--- src/rtl/alu_sched_pkg.sv ---
// Shared types and constants for the two-port round-robin ALU scheduler.
package alu_sched_pkg;

  localparam int unsigned WIDTH = 4;
  localparam int unsigned SEL_W = 3;

  localparam logic [SEL_W-1:0] OP_ADD = 3'b000;
  localparam logic [SEL_W-1:0] OP_SUB = 3'b001;
  localparam logic [SEL_W-1:0] OP_AND = 3'b010;
  localparam logic [SEL_W-1:0] OP_OR  = 3'b011;
  localparam logic [SEL_W-1:0] OP_NOT = 3'b100;

  typedef enum logic [1:0] {
    IDLE = 2'd0,
    EXEC = 2'd1,
    RESP = 2'd2
  } sched_state_t;

  // Latched operation payload fed to the shared ALU.
  typedef struct packed {
    logic [WIDTH-1:0] a;
    logic [WIDTH-1:0] b;
    logic [SEL_W-1:0] sel;
  } alu_op_t;

  function automatic logic op_legal(input logic [SEL_W-1:0] sel);
    return (sel <= OP_NOT);
  endfunction

endpackage

--- src/rtl/alu_sched_alu.sv ---
// Shared combinational 4-bit ALU datapath; illegal opcodes yield zero.
module alu_sched_alu
  import alu_sched_pkg::*;
(
  input  logic [WIDTH-1:0] a_i,
  input  logic [WIDTH-1:0] b_i,
  input  logic [SEL_W-1:0] sel_i,
  output logic [WIDTH-1:0] result_o
);

  always_comb begin
    result_o = '0;
    case (sel_i)
      OP_ADD:  result_o = a_i + b_i;
      OP_SUB:  result_o = a_i - b_i;
      OP_AND:  result_o = a_i & b_i;
      OP_OR:   result_o = a_i | b_i;
      OP_NOT:  result_o = ~a_i;
      default: result_o = '0;
    endcase
  end

endmodule

--- src/rtl/alu_sched.sv ---
// Round-robin scheduler sharing one ALU between two valid/ready requesters,
// holding each registered result until its owner consumes it.
module alu_sched
  import alu_sched_pkg::*;
(
  input  logic             clk,
  input  logic             rst,
  input  logic             req0_valid,
  output logic             req0_ready,
  input  logic [WIDTH-1:0] req0_a,
  input  logic [WIDTH-1:0] req0_b,
  input  logic [SEL_W-1:0] req0_sel,
  input  logic             req1_valid,
  output logic             req1_ready,
  input  logic [WIDTH-1:0] req1_a,
  input  logic [WIDTH-1:0] req1_b,
  input  logic [SEL_W-1:0] req1_sel,
  output logic             rsp0_valid,
  input  logic             rsp0_ready,
  output logic [WIDTH-1:0] rsp0_data,
  output logic             rsp0_err,
  output logic             rsp1_valid,
  input  logic             rsp1_ready,
  output logic [WIDTH-1:0] rsp1_data,
  output logic             rsp1_err,
  output logic             busy
);

  sched_state_t     state_q, state_d;
  logic             prio_q, prio_d;
  logic             owner_q, owner_d;
  alu_op_t          op_q, op_d;
  logic [1:0]       rsp_valid_q, rsp_valid_d;
  logic [1:0]       rsp_err_q, rsp_err_d;
  logic [WIDTH-1:0] data0_q, data0_d;
  logic [WIDTH-1:0] data1_q, data1_d;
  logic             busy_q, busy_d;
  logic [WIDTH-1:0] alu_result;
  logic             grant0, grant1;
  logic             legal;
  logic [WIDTH-1:0] exec_data;
  logic             owner_rsp_ready;

  alu_sched_alu u_alu (
    .a_i      (op_q.a),
    .b_i      (op_q.b),
    .sel_i    (op_q.sel),
    .result_o (alu_result)
  );

  // Grant: lone requester wins, contention resolved by prio.
  assign grant0 = req0_valid && (!req1_valid || !prio_q);
  assign grant1 = req1_valid && (!req0_valid ||  prio_q);

  assign req0_ready = (state_q == IDLE) && !rst && grant0;
  assign req1_ready = (state_q == IDLE) && !rst && grant1;

  assign legal           = op_legal(op_q.sel);
  assign exec_data       = legal ? alu_result : '0;
  assign owner_rsp_ready = owner_q ? rsp1_ready : rsp0_ready;

  always_comb begin
    state_d     = state_q;
    prio_d      = prio_q;
    owner_d     = owner_q;
    op_d        = op_q;
    rsp_valid_d = rsp_valid_q;
    rsp_err_d   = rsp_err_q;
    data0_d     = data0_q;
    data1_d     = data1_q;
    case (state_q)
      IDLE: begin
        if (req0_ready) begin
          op_d    = '{a: req0_a, b: req0_b, sel: req0_sel};
          owner_d = 1'b0;
          prio_d  = 1'b1;
          state_d = EXEC;
        end else if (req1_ready) begin
          op_d    = '{a: req1_a, b: req1_b, sel: req1_sel};
          owner_d = 1'b1;
          prio_d  = 1'b0;
          state_d = EXEC;
        end
      end
      EXEC: begin
        if (owner_q) data1_d = exec_data;
        else         data0_d = exec_data;
        rsp_err_d[owner_q]   = !legal;
        rsp_valid_d[owner_q] = 1'b1;
        state_d              = RESP;
      end
      RESP: begin
        if (owner_rsp_ready) begin
          rsp_valid_d[owner_q] = 1'b0;
          state_d              = IDLE;
        end
      end
      default: state_d = IDLE;
    endcase
    busy_d = (state_d != IDLE);
  end

  always_ff @(posedge clk) begin
    if (rst) begin
      state_q     <= IDLE;
      prio_q      <= 1'b0;
      owner_q     <= 1'b0;
      op_q        <= '0;
      rsp_valid_q <= '0;
      rsp_err_q   <= '0;
      data0_q     <= '0;
      data1_q     <= '0;
      busy_q      <= 1'b0;
    end else begin
      state_q     <= state_d;
      prio_q      <= prio_d;
      owner_q     <= owner_d;
      op_q        <= op_d;
      rsp_valid_q <= rsp_valid_d;
      rsp_err_q   <= rsp_err_d;
      data0_q     <= data0_d;
      data1_q     <= data1_d;
      busy_q      <= busy_d;
    end
  end

  assign rsp0_valid = rsp_valid_q[0];
  assign rsp1_valid = rsp_valid_q[1];
  assign rsp0_err   = rsp_err_q[0];
  assign rsp1_err   = rsp_err_q[1];
  assign rsp0_data  = data0_q;
  assign rsp1_data  = data1_q;
  assign busy       = busy_q;

endmodule

--- config.mk ---
export PLATFORM = sky130hd
export DESIGN_NAME = alu_sched
export DESIGN_NICKNAME = d
export VERILOG_FILES = /design/src/rtl/alu_sched_pkg.sv /design/src/rtl/alu_sched_alu.sv /design/src/rtl/alu_sched.sv
export SDC_FILE = /design/constraint.sdc
export NUM_CORES = 1
export LEC_CHECK = 0
export BUFFER_PORTS_ARGS = -buffer_cell sky130_fd_sc_hd__buf_2
export CAP_MARGIN = 10
export CORE_UTILIZATION = 40
export CTS_BUF_LIST = sky130_fd_sc_hd__clkbuf_8
export DETAILED_ROUTE_END_ITERATION = 7
export SLEW_MARGIN = 0
export SYNTH_ARGS = -nofsm -noshare
export SYNTH_HDL_FRONTEND = slang
export SYNTH_SLANG_ARGS = --single-unit
--- constraint.sdc ---
create_clock -name clk -period 6.7 [get_ports clk]
set_input_delay 1.005 -clock clk [delete_from_list [all_inputs] [get_ports clk]]
set_output_delay 1.005 -clock clk [all_outputs]
set_load 0.01 [all_outputs]
==> results of run 1 <==
-- cell families (layout without fill, tap and decap cells) --
kind of cell / after synthesis / count (layout) / share of synthesized area
AOI/OAI and AO/OA: 47 / 47 / 0.222
xor gates and xnor gates: 3 / 3 / 0.0179
adders and majority gates: 9 / 9 / 0.0783
buffers and inverters: 21 / 55 / 0.0579
DFF: 28 / 28 / 0.381
muxes: 6 / 6 / 0.0409
and+or+nand+nor: 59 / 59 / 0.202
-- worst min path at each step --
stage,endpoint,startpoint
after floorplan,op_q[7],op_q[7]
after global placement,rsp_err_q[1],rsp_err_q[1]
after detailed placement,rsp_err_q[1],rsp_err_q[1]
after CTS,rsp_err_q[1],rsp_err_q[1]
after global routing,rsp_err_q[0],rsp_err_q[0]
final,rsp_err_q[1],rsp_err_q[1]
-- power groups by stage --
stage / combinational [mW] / sequential [mW] / clock (mW)
after global routing: 0.126 / 0.198 / 0.0945
after CTS: 0.112 / 0.195 / 0.0897
after global placement: 0.109 / 0.199 / 0
after detailed placement: 0.112 / 0.199 / 0
after floorplan: 0.0830 / 0.196 / 0
final: 0.110 / 0.195 / 0.0841
-- tightest hold or removal path, cell delays in order (launching register included) --
cell and delay, ns:
dfxtp_1 0.31, nand2b_1 0.06, a21oi_1 0.06
-- per-layer routing --
layer | part of all wire | wire, um | up-vias
li1 | - | - | 676
met1 | 0.49 | 1520 | 583
met2 | 0.45 | 1400 | 39
met3 | 0.047 | 146 | 4
met4 | 0.012 | 38 | 0
met5 | 0 | 0 | -
-- sequential cells by signal, indices dropped and copies added, names as in the netlist, named ones only --
register / cells
owner_q: 1
prio_q: 1
state_q: 2
rsp0_data: 4
busy: 1
rsp1_data: 4
op_q: 11
rsp_err_q: 2
-- layout by cell type, fill, tap and decap left out, types with 6 or more instances in the layout --
cell type,n
a211oi_1,12
mux2i_1,6
nor2_1,21
inv_1,10
nand2_1,12
dfxtp_1,28
buf_2,42
o21ai_0,8
a22oi_1,7
ha_1,6
a21oi_1,12
-- layout make-up --
| type | count | area (um2) | area share |
|---|---|---|---|
| Clock buffer | 3 | 41.3 | 0.0238 |
| Inverter | 10 | 37.5 | 0.0217 |
| Multi-Input combinational cell | 124 | 825 | 0.476 |
| Sequential cell | 28 | 561 | 0.324 |
| Tap cell | 46 | 57.6 | 0.0332 |
| Timing Repair Buffer | 42 | 210 | 0.121 |
-- metrics by stage --
step	total power [mW]	instances	hold WS, ns	area (um2)	utilization
after detailed placement	0.311	250	0.460	1690	0.495
final	0.389	253	0.470	1730	0.507
after global placement	0.307	250	0.460	1690	0.495
after CTS	0.397	253	0.472	1730	0.507
after global routing	0.418	253	0.507	1730	0.507
after floorplan	0.279	173	0.453	1470	-
-- synth_stat cells (all sizes together) (2+ instances only) --
cell type	number
xor2	2
ha	6
o21ai	8
maj3	2
nand2b	3
a21oi	13
dfxtp	28
a211oi	12
clkbuf	6
buf	5
and3	2
nor3	3
and2	2
nand2	12
nor2	21
mux2i	6
inv	10
a22oi	7
or2	2
nor3b	2
nor2b	3
nand3	3
nand3b	3
o22a	2
==> impl_metrics.yaml, run 1 <==
status:
  status: "completed"
clocking:
  clock_latency_ns: 0.26
  cts_buffer_depth: 2
  htree_levels: 1
  postCtsHoldBufs: 0
  root_buffer: "clkbuf_8"
  ctsResizeCount: 0
  post_cts_buffers: 0
  tritoncts: "done"
  cts_buffers: 3
  clock-sinks: 28
  path_clk_slew_ns: 0.08
logic_synthesis:
  avgSynthCellArea_um2: 8.50
  ys.flop_type: "dfxtp_1"
  synth_seq_cells: 28
  synth_area_leaders: "dfxtp_1, a211oi_1, nor2_1"
  netlist_area_um2: 1470
  synth_cell_types: 38
  yosysSeqAreaShare: 0.381
  synth_top_cell_by_area: "dfxtp_1"
  synth_edf_count: 0
  yosysWarningCount: 0
  synthArstFlopShare: 0
  syn-num-nets: 208
  syn_inst: 173
  yosys.area.top_type_share: 0.381
grt:
  grt_usage: 0.171
  grt_pass1_vias: 1212
  grt-busiest-layer: "met2"
  grt_max_degree: 29
  use_met3: 0.0310
  antenna_found_initial: 0
  grt_pass1_wl_mm: 5.37
  groute.layer.met2.usage: 0.280
  met1_usage: 0.226
  overflow: 0
sta:
  slew_headroom: 0.598
  finalCriticalPeriod_ns: 3.34
  clock_skew_ns: 0.00464
  rsz0062_at_grt: "false"
  setup_tns_ns: 0
  clock.fmax_mhz: 299
  tightest_slew_ns: 0.603
  finalHoldViolCount: 0
  finalSetupViolCount: 0
  fin_crit_sh: 0.499
  maxSlewViolCount: 0
  setup_ws_ns: 3.36
worst_hold_path:
  hp-class: "register to register"
  whs_path_depth: 2
power:
  internal_power_mw: 0.272
  p_sw_frac: 0.302
  seqPwrFrac: 0.501
  pwr-share-clk: 0.216
  p_sw_mw: 0.117
  ir_drop_v: 0.000160
  pwr-share-comb: 0.283
  leakagePower_nw: 0.724
  cellPowerDensity_nw_per_um2: 225
final_layout:
  n_antenna_cell: 0
  drive_gt1_frac: 0.246
  final_nets: 244
  area_growth_pct: 17.8
  fill_cells: 351
floorplanning:
  ios: 43
  initial_core_util: 0.430
  placementRows: 21
  die_y_um: 62.6
  die-area_um2: 3920
  die_w_um: 62.6
  design.core.area_um2: 3420
routing:
  firstDrtPassIters: 4
  via_per_inst: 5.15
  wirelength_mm: 3.10
  vias: 1302
  ant_nets: 0
  avgRoutedWirePerCell_um: 12.2
  drcViolationCount: 0
  drtIter0Drc: 50
place:
  gp_congestion: 0.760
  port_buffers: 42
  hpwl_mm: 2.43
  place_ws_ns: 3.36
critical_path:
  cpMostUsedCell: "buf_2"
  crit_path_start: "rst"
  crit_slowest_cell: "inv_1"
  max_stage_delay_ns: 0.34
  worst_ep_arrival_time_ns: 2.34
  worst-path-stages: 5
  crit_end: "req0_ready"
  r2r_setup_slack_ns: 3.98
  ff2ff_path_depth: 10
  worstSetupPathType: "input pin to primary output"
  start_kind: "input pin"
  r2r-start: "op_q[0]"
  cp_max_fo: 28
  crit_required_ns: 5.69
  cp_num_buf_inv: 3
  path_cells: "buf_2 > nor3_1 > nand3_1 > inv_1 > buf_2"
  cp-end-kind: "primary output"
  rr_endpoint: "rsp0_data[3]"
  path_delay_family: "buffers and inverters"
flow_run:
  drv_cap: 0
Note: power is estimated with default switching activity, not from simulation.
==> run 2, diff against run 1 <==
Clock period 6.7 ns to 3.5 ns, I/O delays scaled along.
==> run 2 against run 1 <==
Clock power rose to 3.0 times the previous value. Sequential share of layout area fell by 0.55 points. First-iteration DRC count fell by 12%. Critical path type is now register to register. Largest power group unchanged. Combinational power rose by 95%. Register-to-register slack got worse by 3.1 ns.
==> impl_metrics.yaml, run 2 (synthesized netlist as in run 1, its figures left out) <==
floorplanning:
  die-area_um2: 3920
  initial_core_util: 0.430
  placementRows: 21
  design.core.area_um2: 3420
  die_y_um: 62.6
  ios: 43
  die_w_um: 62.6
critical_path:
  cp-end-kind: "register"
  crit_required_ns: 3.64
  crit_slowest_cell: "dfxtp_1"
  max_stage_delay_ns: 0.47
  path_cells: "or3b_4 > nor2_1 > a21o_1 > inv_1 > ha_1 > nor2b_1 > o21ai_0 > a2111oi_4 > nor3b_1 > a211oi_1"
  worstSetupPathType: "register to register"
  ff2ff_path_depth: 10
  start_kind: "register"
  rr_endpoint: "rsp1_data[3]"
  r2r-start: "op_q[0]"
  path_delay_family: "simple AND/OR/NAND/NOR gates"
  worst_ep_arrival_time_ns: 2.76
  r2r_setup_slack_ns: 0.88
  cp_num_buf_inv: 1
  cp_max_fo: 9
power:
  leakagePower_nw: 0.738
  ir_drop_v: 0.000277
  cellPowerDensity_nw_per_um2: 476
final_layout:
  final_util: 0.516
  final_area_um2: 1760
  regMostFlops: "op_q"
  layout_common_cells: "buf_2, dfxtp_1, nor2_1"
  n_antenna_cell: 0
  area_growth_pct: 19.8
  largest_reg_flops: 11
  final_nets: 244
  final_cells: 254
  drive_gt1_frac: 0.250
  layout.cells.most_common: "buf_2"
sta:
  setup_ws_ns: 0.884
  clock.fmax_mhz: 382
  finalSetupViolCount: 0
  setup_tns_ns: 0
  finalCriticalPeriod_ns: 2.62
  rsz0062_at_grt: "false"
  slew_headroom: 0.563
  maxSlewViolCount: 0
  finalHoldViolCount: 0
  clock_skew_ns: 0.00518
  fin_crit_sh: 0.748
  tightest_slew_ns: 0.656
flow_run:
  drv_cap: 0
grt:
  overflow: 0
  grt_pass1_wl_mm: 5.75
  grt_pass1_vias: 1294
  antenna_found_initial: 0
  grt_max_degree: 29
  grt_usage: 0.181
status:
  status: "completed"
routing:
  firstDrtPassIters: 4
  drtIter0Drc: 44
  wirelength_mm: 3.23
  vias: 1291
  via_per_inst: 5.08
  wl_met2_mm: 1.47
  drcViolationCount: 0
  wl_met1_mm: 1.63
  dr_wl_met3_um: 120
  avgRoutedWirePerCell_um: 12.7
  top_layer: "met4"
  ant_nets: 0
worst_hold_path:
  min_to: "rsp_err_q[0]"
  whs_path_depth: 2
  min-delay-start: "rsp_err_q[0]"
  hp-class: "register to register"
clocking:
  clock-sinks: 28
  ctsResizeCount: 0
  cts_buffers: 3
  htree_levels: 1
  path_clk_slew_ns: 0.09
  clock_latency_ns: 0.27
  post_cts_buffers: 0
  tritoncts: "done"
  root_buffer: "clkbuf_8"
  cts_buffer_depth: 2
  postCtsHoldBufs: 0
place:
  place_area_um2: 1690
  gp_congestion: 0.886
  hpwl_mm: 2.51
  port_buffers: 42
  dp.cells: 250
  place_ws_ns: 0.861
-- run 2: cell types whose count changed in the layout (fill, tap and decap cells not counted) --
cell       previous run  this run
bufinv_16             0         1
-- run 2: how the worst max path moves through the flow --
stage	startpoint	end	depth (start not counted)	slack [ns]
floorplan	op_q[0]	rsp0_data[3]	11	1.15
global placement	op_q[0]	rsp1_data[3]	10	1.01
detailed placement	op_q[0]	rsp1_data[3]	10	0.86
CTS	op_q[0]	rsp1_data[3]	10	0.83
global route	op_q[0]	rsp1_data[3]	10	0.67
finish	op_q[0]	rsp1_data[3]	10	0.88
-- run 2: per-layer routing --
layer,up-vias,global-route usage
li1,675,-
met1,582,0.233
met2,32,0.314
met3,2,0.0347
met4,0,0.0349
met5,-,0
-- run 2: final cells by class --
class / count / area (um2)
fill: 347 / 1650
multi-input combinational: 124 / 825
sequential: 28 / 561
timing repair buffer: 42 / 210
tap: 46 / 57.6
clock buffer: 3 / 41.3
inverter: 10 / 37.5
clock inverter: 1 / 30.0
-- run 2: stage by stage --
step	hold WS [ns]	power [mW]
final	0.480	0.839
after global routing	0.500	0.893
after CTS	0.483	0.849
after detailed placement	0.470	0.596
after global placement	0.461	0.588
after floorplan	0.453	0.534
-- run 2: tightest hold or removal path: cells and delay by family, from the launching register on --
family,cells,cell delay [ns]
DFF,1,0.32
AOI/OAI and AO/OA,1,0.06
and+or+nand+nor,1,0.06
-- run 2: where the power goes --
| part | internal [mW] | switching [mW] | leakage (nW) |
|---|---|---|---|
| clock network | 0.153 | 0.0979 | 0.0357 |
| logic | 0.0996 | 0.114 | 0.474 |
| registers | 0.345 | 0.0291 | 0.229 |
| total | 0.598 | 0.241 | 0.738 |
==> run 3, diff against run 2 <==
Settings changed: ABC_AREA set to 1, PLACE_DENSITY set to 0.66.
Clock period 3.5 ns to 2.4 ns, I/O delays scaled along.
==> run 3 against run 2 <==
First-iteration DRC count grew 100%. Maximum frequency grew 25%. Worst hold slack lost 0.14 ns. Critical path depth grew 1. Worst setup slack lost 0.58 ns. Register-to-register slack lost 0.58 ns. Highest routed layer unchanged.
==> impl_metrics.yaml, run 3 <==
critical_path:
  r2r_setup_slack_ns: 0.30
  start_kind: "register"
  worstSetupPathType: "register to register"
  cpMostUsedCell: "nand2_1"
  worst_ep_arrival_time_ns: 2.26
  rr_endpoint: "rsp1_data[2]"
  cp-end-kind: "register"
  crit_slowest_cell: "fa_1"
  r2r-start: "op_q[3]"
  path_cells: "inv_1 > ha_1 > nand2_1 > o21ai_0 > fa_1 > nand2_1 > inv_1 > o21ai_0 > nand2_1 > nor2_1 > a21oi_1"
  ff2ff_path_depth: 11
  cp_max_fo: 5
  path_delay_family: "adder cells"
  crit_required_ns: 2.56
  max_stage_delay_ns: 0.44
  cp_num_buf_inv: 2
final_layout:
  drive_gt1_frac: 0.242
  area_growth_pct: 19.2
  layout_common_cells: "nand2_1, buf_2, inv_1"
  layout.cells.most_common: "nand2_1"
  regMostFlops: "op_q"
  largest_reg_flops: 11
  n_antenna_cell: 0
  final_nets: 292
  final_area_um2: 1880
sta:
  finalHoldViolCount: 0
  setup_tns_ns: 0
  tightest_slew_ns: 0.398
  fin_crit_sh: 0.874
  slew_headroom: 0.735
  clock.fmax_mhz: 477
  finalCriticalPeriod_ns: 2.10
  clock_skew_ns: 0.00400
  finalSetupViolCount: 0
  holdWs_ns: 0.344
  maxSlewViolCount: 0
  rsz0062_at_grt: "false"
logic_synthesis:
  ys.flop_type: "dfxtp_1"
  synth_area_leaders: "dfxtp_1, nand2_1, inv_1"
  yosys.area.top_type_share: 0.355
  syn-num-nets: 250
  avgSynthCellArea_um2: 7.34
  netlist_area_um2: 1580
  syn_inst: 215
  yosysWarningCount: 0
  synth_seq_cells: 28
  synth_edf_count: 0
  yosysMostFrequentCell: "nand2_1"
  yosysSeqAreaShare: 0.355
  synth_cell_types: 32
  synthArstFlopShare: 0
  synth_top_cell_by_area: "dfxtp_1"
  synth_common_cells: "nand2_1, inv_1, dfxtp_1"
clocking:
  clock_latency_ns: 0.27
  postCtsHoldBufs: 0
  cts_buffer_depth: 2
  path_clk_slew_ns: 0.09
  clock-sinks: 28
  ctsResizeCount: 0
  cts_buffers: 3
  post_cts_buffers: 0
  tritoncts: "done"
  root_buffer: "clkbuf_8"
  htree_levels: 1
flow_run:
  drv_cap: 0
routing:
  dr_wl_met3_um: 162
  ant_nets: 0
  vias: 1464
  avgRoutedWirePerCell_um: 11.4
  firstDrtPassIters: 4
  wl_met1_mm: 1.71
  via_per_inst: 4.82
  wl_met2_mm: 1.53
  top_layer: "met4"
  drtIter0Drc: 88
  drcViolationCount: 0
  wirelength_mm: 3.48
grt:
  antenna_found_initial: 0
  grt_pass1_wl_mm: 6.19
  overflow: 0
  grt_usage: 0.188
  grt_pass1_vias: 1427
  grt_max_degree: 20
floorplanning:
  die_w_um: 64.8
  die_y_um: 64.8
  design.core.area_um2: 3720
  placementRows: 22
  ios: 43
  initial_core_util: 0.425
  die-area_um2: 4200
status:
  status: "completed"
power:
  ir_drop_v: 0.000568
  internal_power_mw: 0.859
  p_sw_frac: 0.306
  pwr-share-comb: 0.269
  pwr-share-clk: 0.296
  cellPowerDensity_nw_per_um2: 659
  seqPwrFrac: 0.435
  leakagePower_nw: 0.900
  p_sw_mw: 0.379
worst_hold_path:
  whs_path_depth: 3
  hp-class: "input pin to register"
  min_to: "op_q[7]"
  min-delay-start: "req1_a[0]"
place:
  gp_congestion: 0.872
  hpwl_mm: 2.65
  port_buffers: 42
  place_area_um2: 1810
==> run 3: cell count changes after synthesis, sizes merged, moves of 4 or more <==
cell and change:
a211oi -11, a22oi -7, a31oi +6, clkbuf -4
inv +23, mux2i -6, nand2 +36, nand3 +7
nor2 +6, o21ai +10
==> run 3: per-stage QoR <==
stage                     total power [mW]  instances  setup WS (ns)   util
final                                 1.24        304          0.302  0.506
after global routing                  1.33        304         0.0798  0.506
after CTS                             1.25        304          0.305  0.506
after detailed placement             0.876        300          0.335  0.487
after global placement               0.874        300          0.365  0.487
after floorplan                      0.793        215          0.508      -
==> run 3: power by group through the flow <==
stage | Sequential (mW) | Clock, mW | Combinational (mW)
2_1_floorplan | 0.552 | 0 | 0.241
3_3_place_gp | 0.549 | 0 | 0.325
3_5_place_dp | 0.549 | 0 | 0.327
4_1_cts | 0.539 | 0.376 | 0.334
5_1_grt | 0.544 | 0.400 | 0.385
6_report | 0.539 | 0.367 | 0.333
==> run 3: cells by family (layout without fill, tap and decap cells) <==
logic type	after synthesis	count (layout)	share of synthesized area
fa+ha+maj	7	7	0.0603
flops	28	28	0.355
compound gates	53	53	0.197
simple gates	87	87	0.271
xor+xnor	1	1	0.00555
buf+inv	39	80	0.111
==> run 3: cell type report <==
| cell class | count | area, um2 |
|---|---|---|
| Fill cell | 388 | 1840 |
| Clock inverter | 1 | 30.0 |
| Inverter | 33 | 129 |
| Sequential cell | 28 | 561 |
| Multi-Input combinational cell | 148 | 842 |
| Clock buffer | 3 | 41.3 |
| Timing Repair Buffer | 43 | 218 |
| Tap cell | 48 | 60.1 |
==> run 3: worst max-delay path by stage <==
stage          startpoint           end  slack, ns  cells past startpoint
2_1_floorplan     op_q[3]  rsp0_data[2]       0.51                     11
3_3_place_gp      op_q[3]  rsp0_data[2]       0.37                     11
3_5_place_dp      op_q[3]  rsp1_data[2]       0.33                     11
4_1_cts           op_q[3]  rsp1_data[2]       0.31                     11
5_1_grt           op_q[2]  rsp0_data[3]       0.08                     15
6_report          op_q[3]  rsp1_data[2]       0.30                     11
==> run 3: per-layer routing <==
layer  vias up  track usage
li1        783            -
met1       632        0.245
met2        41        0.306
met3         8       0.0475
met4         0       0.0472
met5         -            0
==> run 3: worst register-to-register path, delay by kind of cell, from the launching register on <==
family	cells	cell delay, ns
AO/OA/AOI/OAI	3	0.35
adder cells (fa/ha/maj)	2	0.74
buffers and inverters	2	0.13
AND/OR/NAND/NOR	4	0.36
flip-flops	1	0.41
